`src/rtl/cordic_vectoring_ctrl.sv`:
```
//------------------------------------------------------------------------------
// cordic_vectoring_ctrl : sequencer for an iterative CORDIC vectoring datapath
// Revision: 1.0
//------------------------------------------------------------------------------
`default_nettype none

module cordic_vectoring_ctrl #(
  parameter int ITERATIONS = 16,
  parameter int IDX_WIDTH  = 4
) (
  input  logic                 clk,
  input  logic                 rst,
  input  logic                 start,
  input  logic                 abort,
  input  logic                 done_ack,
  input  logic                 y_sign,
  output logic                 ready,
  output logic                 busy,
  output logic                 done,
  output logic                 sel_init,
  output logic                 reg_load,
  output logic [IDX_WIDTH-1:0] iter_idx,
  output logic                 rot_dir
);

  localparam logic [IDX_WIDTH-1:0] LAST_IDX = IDX_WIDTH'(ITERATIONS - 1);

  typedef enum logic [1:0] {
    S_IDLE = 2'd0,
    S_INIT = 2'd1,
    S_ITER = 2'd2,
    S_DONE = 2'd3
  } state_e;

  state_e               state_q, state_d;
  logic [IDX_WIDTH-1:0] cnt_q, cnt_d;
  logic                 ready_q, busy_q, done_q, sel_init_q, reg_load_q, iter_q;

  // The counter is zero outside ITER, so it doubles as the iter_idx output.
  always_comb begin
    state_d = state_q;
    cnt_d   = cnt_q;
    case (state_q)
      S_IDLE: begin
        if (start) begin
          state_d = S_INIT;
          cnt_d   = '0;
        end
      end
      S_INIT: begin
        cnt_d   = '0;
        state_d = abort ? S_IDLE : S_ITER;
      end
      S_ITER: begin
        if (abort) begin
          state_d = S_IDLE;
          cnt_d   = '0;
        end else if (cnt_q == LAST_IDX) begin
          state_d = S_DONE;
          cnt_d   = '0;
        end else begin
          cnt_d = cnt_q + IDX_WIDTH'(1);
        end
      end
      S_DONE: begin
        if (done_ack) begin
          state_d = S_IDLE;
        end
      end
      default: begin
        state_d = S_IDLE;
        cnt_d   = '0;
      end
    endcase
  end

  // Outputs are registered from the next-state decode so they change with the state.
  always_ff @(posedge clk or negedge rst) begin
    if (!rst) begin
      state_q    <= S_IDLE;
      cnt_q      <= '0;
      ready_q    <= 1'b1;
      busy_q     <= 1'b0;
      done_q     <= 1'b0;
      sel_init_q <= 1'b0;
      reg_load_q <= 1'b0;
      iter_q     <= 1'b0;
    end else begin
      state_q    <= state_d;
      cnt_q      <= cnt_d;
      ready_q    <= (state_d == S_IDLE);
      busy_q     <= (state_d == S_INIT) || (state_d == S_ITER);
      done_q     <= (state_d == S_DONE);
      sel_init_q <= (state_d == S_INIT);
      reg_load_q <= (state_d == S_INIT) || (state_d == S_ITER);
      iter_q     <= (state_d == S_ITER);
    end
  end

  assign ready    = ready_q;
  assign busy     = busy_q;
  assign done     = done_q;
  assign sel_init = sel_init_q;
  assign reg_load = reg_load_q;
  assign iter_idx = cnt_q;
  assign rot_dir  = iter_q & y_sign;

endmodule

`default_nettype wire
```
`config.mk`:
```
export PLATFORM = sky130hd
export DESIGN_NAME = cordic_vectoring_ctrl
export DESIGN_NICKNAME = d
export VERILOG_FILES = /design/src/rtl/cordic_vectoring_ctrl.sv
export SDC_FILE = /design/constraint.sdc
export NUM_CORES = 1
export LEC_CHECK = 0
export CORE_AREA = 2 2 39 41
export DETAILED_ROUTE_END_ITERATION = 7
export DIE_AREA = 0 0 41 43
export DONT_BUFFER_PORTS = 1
export HOLD_SLACK_MARGIN = 0.05
export PLACE_DENSITY = 0.69
export SLEW_MARGIN = 40
export SYNTH_ARGS = -nofsm -noshare
export SYNTH_HDL_FRONTEND = slang
export SYNTH_SLANG_ARGS = --single-unit
```
`constraint.sdc`:
```
create_clock -name clk -period 2.76 [get_ports clk]
set_clock_uncertainty 0.1 [all_clocks]
set_input_delay 0.552 -clock clk [delete_from_list [all_inputs] [get_ports clk]]
set_output_delay 0.552 -clock clk [all_outputs]
set_load 0.02 [all_outputs]
```
==> results_dict.tcl, run 1 <==
set metrics [dict create \
    status "finished, final reports clean" \
    slowest_stage "dfrtp_1" \
    synth_seq_cells 11 \
    cts_resized 0 \
    grt_pass1_wl_mm 1.73 \
    area_delta_synth_final_pct 5.07 \
    critPathKind "reg2reg" \
    post-route-period-util_pct 60.2 \
    synth_fp_nets 63 \
    min_period_ns 1.66 \
    hold_path_end "iter_q" \
    clkTransAtPathRegs_ns 0.07 \
    dp_cells 68 \
    crit_top_cell "ha_1" \
    first_iter_violations 7 \
    p_total_uw 607 \
    drt_first_pass_iters 4 \
    dr_total_vias 415 \
    crit_required_ns 2.83 \
    n_antenna_cell 0 \
    synth-simple-area-share_pct 16.9 \
    ys_warn_count 0 \
    synth_flop_cell "dfrtp_1" \
    start_kind "flop" \
    setup_tns_ns 0 \
    globalplace.congestion 0.719 \
    placeableCoreArea_mm2 0.00138 \
    synth_top_family_by_area "compound AO/OA/AOI/OAI gates" \
    hold_class "in2reg" \
    synth_area_um2 592 \
    worst_hold_startpoint "abort" \
    final_common_cell "dfrtp_1" \
    cts_inserted_buffers 3 \
    synth_async_sr_flop_share_pct 100 \
    dp_hpwl_um 779 \
    relSlewSlack_pct 67.7 \
    reg2reg_depth 5 \
    instances_no_fill 73 \
    fp-row-count 14 \
    cp_max_fo 5 \
    cp.buffers_inverters 1 \
    rr_endpoint "reg_load" \
    reg2reg_from "iter_idx[0]" \
    leakagePower_nw 0.268 \
    grt_use_total_pct 15.0 \
    grt_pass1_vias 398 \
    setup_viol 0 \
    power.density_mw_per_mm2 977 \
    crit_arrival_ns 1.73 \
    cts_sinks 11 \
    clock_latency_ns 0.27 \
    peakVddDrop_v 0.000508 \
    most-common-layout-cells "dfrtp_1 (10), inv_1 (4), nor2_1 (4), o21ai_2 (3), clkbuf_4 (3)" \
    post_drt_wl_per_cell_um 14.2 \
    regToRegSetupSlack_ns 1.10 \
    yosysUniqueCellTypes 32 \
    yosysTopAreaCell "dfrtp_1" \
    syn_avg_cell_area_um2 10.8 \
    ys_top_cells_by_area "dfrtp_1 (42%), dfstp_2 (4.4%), o21ai_2 (4.4%)" \
    crit_family "adder cells" \
    timing.fmax_mhz 602 \
    io_buffers 0 \
    seq_area_frac_synth_pct 46.7 \
    cts-htree-levels 1 \
    finalHoldViolCount 0 \
    vias_per_cell 5.68 \
    layout-drive-gt1-share_pct 21.1 \
    hold_depth 1 \
    antenna_found_initial 0 \
    ant_nets 0 \
    rsz0062_at_grt "false" \
    drc 0 \
    die_x_um 41 \
    cts_root_buffer "clkbuf_4" \
    ios 16 \
    overflow 0 \
    syn_inst 55 \
    die_h_um 43 \
    drv_cap 0 \
    start_util_pct 42.8 \
    synth-xor-area-share_pct 0 \
    synth_fa_ha_area_share_pct 4.23 \
    cts_setup_buffers 0 \
    final_nets 66 \
    wirelength_mm 1.03 \
    synth_top_area_share_pct 42.3 \
    die_area_mm2 0.00176 \
    grt_max_degree 14 \
    cts_tree "yes" \
    slowest_delay_ns 0.49 \
    end_kind "flop" \
    path_cells "ha_1, a41oi_2, o21ai_2, ha_1, inv_1" \
    synth_mux_area_share_pct 3.38 \
    worst_pin_slew_ns 0.483 \
    synth_compound_area_share_pct 21.8 \
    slew_violations 0 \
    synth_edf_count 0 \
    clockBufferDepth 2 \
]
-- Yosys cell counts (2+ instances only) --
| cell | instances |
|---|---|
| mux2i_1 | 2 |
| nor2_2 | 2 |
| nand2b_1 | 2 |
| inv_1 | 4 |
| ha_1 | 2 |
| nor2_1 | 4 |
| o21ai_2 | 3 |
| a31oi_1 | 2 |
| dfrtp_1 | 10 |
| nand3_1 | 2 |
-- layout make-up --
| class | count | area (µm²) |
|---|---|---|
| multi-input combinational | 37 | 274 |
| tap | 16 | 20.0 |
| clock buffer | 4 | 26.3 |
| inverter | 4 | 15.0 |
| timing repair buffer | 1 | 10.0 |
| fill | 133 | 762 |
| sequential | 11 | 277 |
-- flip-flops by register name (all words and copies together), names as in the netlist --
| name | flops |
|---|---|
| done | 1 |
| iter_idx | 4 |
| iter_q | 1 |
| ready | 1 |
| reg_load | 1 |
| sel_init | 1 |
| state_q | 2 |
-- where the power goes --
group / internal [mW] / switching (mW) / leakage, nW
logic: 0.0728 / 0.0866 / 0.109
registers: 0.216 / 0.122 / 0.144
clock network: 0.0559 / 0.0537 / 0.0150
total: 0.345 / 0.263 / 0.268
-- metal layers --
metal  global-route usage (%)  share of wire (%)  vias up
met3                     6.81                7.6        0
met4                     10.0                  0        0
met1                     17.5                 40      200
li1                         -                  -      204
met2                     20.9                 53       11
met5                        0                  0        -
-- how the worst max path moves through the flow --
stage,start,to,slack (ns),depth (start not counted)
6_report,iter_idx[0],reg_load,1.10,5
5_1_grt,state_q[0],reg_load,0.99,5
4_1_cts,iter_idx[0],reg_load,1.09,5
2_1_floorplan,iter_idx[0],reg_load,1.19,5
3_5_place_dp,iter_idx[0],reg_load,1.09,5
3_3_place_gp,iter_idx[0],reg_load,1.11,5
-- stage by stage --
stage / instance area, µm² / hold WS, ns / util (%) / setup WS (ns)
2_1_floorplan: 592 / 0.156 / - / 1.19
3_3_place_gp: 586 / 0.157 / 42.3 / 1.11
3_5_place_dp: 586 / 0.157 / 42.3 / 1.09
4_1_cts: 622 / 0.236 / 44.9 / 1.09
5_1_grt: 622 / 0.229 / 44.9 / 0.987
6_report: 622 / 0.243 / 44.9 / 1.10
-- what timing repair did --
action	CTS	global route
setup endpoints to repair	0	0
hold buffers	1	0
endpoints found under the hold margin	11	0
-- logic make-up after synthesis --
logic type | after synthesis
compound gates | 16
fa+ha+maj | 2
buf+inv | 7
flops | 11
mux | 2
simple gates | 17
No activity file was read; power rests on OpenSTA's default activity.
==> run 2, diff against run 1 <==
- clock period: 2.76 -> 1.65 ns (I/O delays scaled with it)
==> run 2 against run 1 <==
  * Non-clock buffer count is 7 higher
  * Worst setup slack worse by 0.96 ns
  * Clock-buffer cell count is the same
  * Register-to-register slack lost 0.96 ns
  * Largest cell class unchanged
  * Global-route usage up 3.3 points
  * Critical path depth did not move
  * Final area grew 8.9%
==> results_dict.tcl, run 2 (synthesized netlist as in run 1, its figures left out) <==
set metrics [dict create \
    die_h_um 43 \
    final_area_um2 677 \
    relSlewSlack_pct 67.4 \
    critPathKind "reg2reg" \
    slowest_delay_ns 0.47 \
    placed_area_um2 631 \
    grt_pass1_vias 470 \
    grt_max_degree 12 \
    clockBufferDepth 2 \
    ant_nets 0 \
    slew_violations 0 \
    cts_setup_buffers 0 \
    p_total_mw 1.09 \
    grt_use_total_pct 18.3 \
    wirelength_mm 1.18 \
    globalplace.congestion 0.807 \
    clkPwrFrac_pct 17.8 \
    cts_inserted_buffers 3 \
    timing.fmax_mhz 660 \
    finalHoldViolCount 0 \
    setup_tns_ns 0 \
    clock_latency_ns 0.28 \
    most-common-layout-cells "dfrtp_1 (10), buf_4 (6), inv_1 (4), nor2_1 (4)" \
    crit_required_ns 1.78 \
    status "finished, final reports clean" \
    cts_root_buffer "clkbuf_4" \
    internal-power_uw 620 \
    peakVddDrop_v 0.000984 \
    cts-htree-levels 1 \
    instances_no_fill 80 \
    layout-drive-gt1-share_pct 28.1 \
    vias_per_cell 5.71 \
    worst_pin_slew_ns 0.488 \
    largest_reg_flops 4 \
    n_antenna_cell 0 \
    ios 16 \
    cp.buffers_inverters 1 \
    post_drt_wl_per_cell_um 14.8 \
    dr_total_vias 457 \
    crit_family "flip-flops" \
    power_switching_share_pct 42.9 \
    dp_hpwl_um 866 \
    nFillCells 129 \
    grt_pass1_wl_mm 2.04 \
    start_kind "flop" \
    antenna_found_initial 0 \
    final_common_cell "dfrtp_1" \
    cts_resized 0 \
    hold_class "in2reg" \
    overflow 0 \
    die_x_um 41 \
    first_iter_violations 10 \
    cts_tree "yes" \
    fp-row-count 14 \
    rsz0062_at_grt "false" \
    power.density_mw_per_mm2 1600 \
    slowest_stage "dfrtp_1" \
    p_switching_uw 465 \
    crit_arrival_ns 1.64 \
    start_util_pct 42.8 \
    drc 0 \
    regToRegSetupSlack_ns 0.13 \
    clkTransAtPathRegs_ns 0.07 \
    post-route-period-util_pct 91.8 \
    die_area_mm2 0.00176 \
    drv_cap 0 \
    combPwrFrac_pct 34.8 \
    dp_cells 74 \
    seqPwrFrac_pct 47.4 \
    path_cells "nor2_2, a41oi_2, o21ai_2, ha_1, inv_1" \
    drt_first_pass_iters 4 \
    io_buffers 0 \
    min_period_ns 1.52 \
    placeableCoreArea_mm2 0.00138 \
    area_delta_synth_final_pct 14.4 \
    holdBufCountCts 2 \
    leakagePower_nw 0.304 \
    cts_sinks 11 \
    setup_viol 0 \
    final_nets 73 \
    end_kind "flop" \
    cp_max_fo 6 \
]
run 2: cell count changes in the layout (fill, tap and decap cells not counted), sizes merged:
cell,before,now
dlygate4sd3,1,2
buf,0,6
run 2: worst reg2reg max path, delay by kind of cell, from the launching register on:
family / cells / cell delay (ns)
AND/OR/NAND/NOR: 1 / 0.27
AO/OA/AOI/OAI: 2 / 0.35
adder cells (fa/ha/maj): 1 / 0.23
buffers and inverters: 1 / 0.05
flip-flops: 1 / 0.47
run 2: final timing paths:
path / start / endpoint / cells past startpoint
min: start / state_q[0] / 2
max in group asynchronous: rst / ready / 1
max reg2reg: state_q[0] / reg_load / 5
min in group asynchronous: rst / state_q[0] / 1
max: state_q[0] / reg_load / 5
min reg2reg: iter_idx[0] / iter_idx[0] / 2
run 2: layout make-up:
type	instances	area (µm²)	share of cell area, %
repair buffers	8	65.1	9.61
inverters	4	15.0	2.22
flip-flops and latches	11	277	40.9
well taps	16	20.0	2.96
multi-input cells	37	274	40.5
clock buffers	4	26.3	3.88
run 2: per-layer routing:
| layer | share of wire (%) | global-route usage, % |
|---|---|---|
| met1 | 43 | 21.7 |
| met2 | 47 | 25.0 |
| met3 | 5.1 | 5.24 |
| met4 | 4.5 | 16.7 |
| met5 | 0 | 0 |
run 2: power by group through the flow:
| stage | Combinational, mW | Sequential (mW) | Clock [mW] |
|---|---|---|---|
| 3_5_place_dp | 0.370 | 0.519 | 0 |
| 5_1_grt | 0.427 | 0.529 | 0.212 |
| 3_3_place_gp | 0.369 | 0.511 | 0 |
| 6_report | 0.378 | 0.514 | 0.194 |
| 2_1_floorplan | 0.348 | 0.481 | 0 |
| 4_1_cts | 0.381 | 0.514 | 0.197 |
run 2: stage by stage:
stage / utilization (%) / hold slack [ns] / setup slack, ns
2_1_floorplan: - / -0.0656 / 0.0819
3_3_place_gp: 45.6 / -0.0654 / 0.165
3_5_place_dp: 45.6 / -0.0654 / 0.156
4_1_cts: 48.9 / 0.103 / 0.132
5_1_grt: 48.9 / 0.115 / 0.0629
6_report: 48.9 / 0.108 / 0.135
==> run 3, diff against run 2 <==
- CTS_BUF_LIST: not set -> sky130_fd_sc_hd__clkbuf_4 sky130_fd_sc_hd__clkbuf_8 sky130_fd_sc_hd__clkbuf_16
==> run 3 against run 2 <==
  * Worst setup slack worse by 0.0031 ns
  * Routed wire length is 1.7% lower
  * Combinational power hardly changed
  * Clock power is 7% higher
  * Sequential power hardly changed
  * First-iteration DRC count is 20% lower
  * Final cell count stayed put
  * Die area stayed put
  * Clock-buffer cell count stayed put
  * Critical path depth stayed put
  * Largest power group unchanged
==> results_dict.tcl, run 3 (synthesized netlist as in run 1, its figures left out) <==
set metrics [dict create \
    layout-drive-gt1-share_pct 29.7 \
    worst_pin_slew_ns 0.490 \
    dp_hpwl_um 866 \
    slowest_delay_ns 0.47 \
    post_drt_wl_per_cell_um 14.5 \
    post-route-period-util_pct 92.0 \
    grt_max_degree 12 \
    clockBufferDepth 2 \
    slew_violations 0 \
    rsz0062_at_grt "false" \
    crit_required_ns 1.77 \
    cts_tree "yes" \
    grt_pass1_wl_mm 1.99 \
    status "finished, final reports clean" \
    fp-row-count 14 \
    setup_tns_ns 0 \
    cts_root_buffer "clkbuf_4" \
    die_x_um 41 \
    cp_max_fo 6 \
    rr_endpoint "reg_load" \
    grt_use_total_pct 17.6 \
    grt_pass1_vias 454 \
    io_buffers 0 \
    power.density_mw_per_mm2 1610 \
    p_total_mw 1.10 \
    vias_per_cell 5.65 \
    drc 0 \
    clkTransAtPathRegs_ns 0.07 \
    dp_slack_ns 0.156 \
    setup_viol 0 \
    largest_reg_flops 4 \
    area_delta_synth_final_pct 15.0 \
    reg2reg_from "state_q[0]" \
    overflow 0 \
    final_nets 73 \
    drv_cap 0 \
    cts-htree-levels 1 \
    worstSetupStartpoint "state_q[0]" \
    cts_inserted_buffers 3 \
    wirelength_mm 1.16 \
    min_period_ns 1.52 \
    cts_sinks 11 \
    relSlewSlack_pct 67.2 \
    first_iter_violations 8 \
    slowest_stage "dfrtp_1" \
    placed_area_um2 631 \
    regToRegSetupSlack_ns 0.13 \
    start_util_pct 42.8 \
    finalHoldViolCount 0 \
    hold_class "in2reg" \
    reg2reg_depth 5 \
    drt_first_pass_iters 4 \
    peakVddDrop_v 0.00103 \
    crit_arrival_ns 1.64 \
    antenna_found_initial 0 \
    n_antenna_cell 0 \
    timing.fmax_mhz 659 \
    ios 16 \
    most-common-layout-cells "dfrtp_1 (10), buf_4 (6), inv_1 (4), nor2_1 (4), clkbuf_4 (4)" \
    clock_latency_ns 0.28 \
    placeableCoreArea_mm2 0.00138 \
    worst_hold_startpoint "start" \
    globalplace.congestion 0.807 \
    start_kind "flop" \
    path_cells "nor2_2, a41oi_2, o21ai_2, ha_1, inv_1" \
    hold_depth 2 \
    dr_total_vias 452 \
    ant_nets 0 \
    post-route-util_pct 49.2 \
    leakagePower_nw 0.308 \
    die_area_mm2 0.00176 \
    setup_slack_ns 0.132 \
    setup.worst_path.end "reg_load" \
    end_kind "flop" \
    final_area_um2 681 \
    critPathKind "reg2reg" \
    final_common_cell "dfrtp_1" \
    die_h_um 43 \
]
[run 3: cell counts in the layout (fill, tap and decap cells not counted)]
Identical to the previous run, type by type.
[run 3: timing repair]
action | in CTS | in global routing
buffers inserted | 0 | 0
gates resized for setup | 0 | 0
hold buffers | 2 | 0
setup endpoints to repair | 0 | 0
hold endpoints to repair | 12 | 0
[run 3: how the worst min path moves through the flow]
stage	endpoint	slack, ns
6_report	state_q[0]	0.11
5_1_grt	state_q[0]	0.12
4_1_cts	state_q[0]	0.11
3_5_place_dp	reg_load	-0.07
3_3_place_gp	reg_load	-0.07
2_1_floorplan	done	-0.07
[run 3: cell type report]
cell class | instances | area [µm²]
clock buffer | 4 | 30.0
timing repair buffer | 8 | 65.1
multi-input combinational | 37 | 274
sequential | 11 | 277
inverter | 4 | 15.0
tap | 16 | 20.0
fill | 128 | 703
[run 3: report_power, final]
| group | total, mW | internal [mW] | switching (mW) |
|---|---|---|---|
| combinational | 0.376 | 0.164 | 0.212 |
| sequential | 0.514 | 0.362 | 0.151 |
| clock | 0.207 | 0.110 | 0.0968 |
[run 3: metal layers]
| metal | part of all wire (%) | global-route usage (%) | routed length [µm] |
|---|---|---|---|
| met1 | 44 | 21.7 | 515 |
| met2 | 45 | 23.8 | 522 |
| met3 | 5.1 | 5.24 | 59 |
| met4 | 5.4 | 14.7 | 63 |
| met5 | 0 | 0 | 0 |
[run 3: worst max-delay path, delay by kind of cell, from the launching register on]
kind | cells | cell delay [ns]
AO/OA/AOI/OAI | 2 | 0.35
adder cells (fa/ha/maj) | 1 | 0.23
buffers and inverters | 1 | 0.05
flip-flops | 1 | 0.47
AND/OR/NAND/NOR | 1 | 0.27
[run 3: through the flow]
stage                     instances  hold WS [ns]
final                            80         0.108
after global routing             80         0.117
after CTS                        80         0.105
after detailed placement         74       -0.0654
after global placement           74       -0.0654
after floorplan                  55       -0.0656
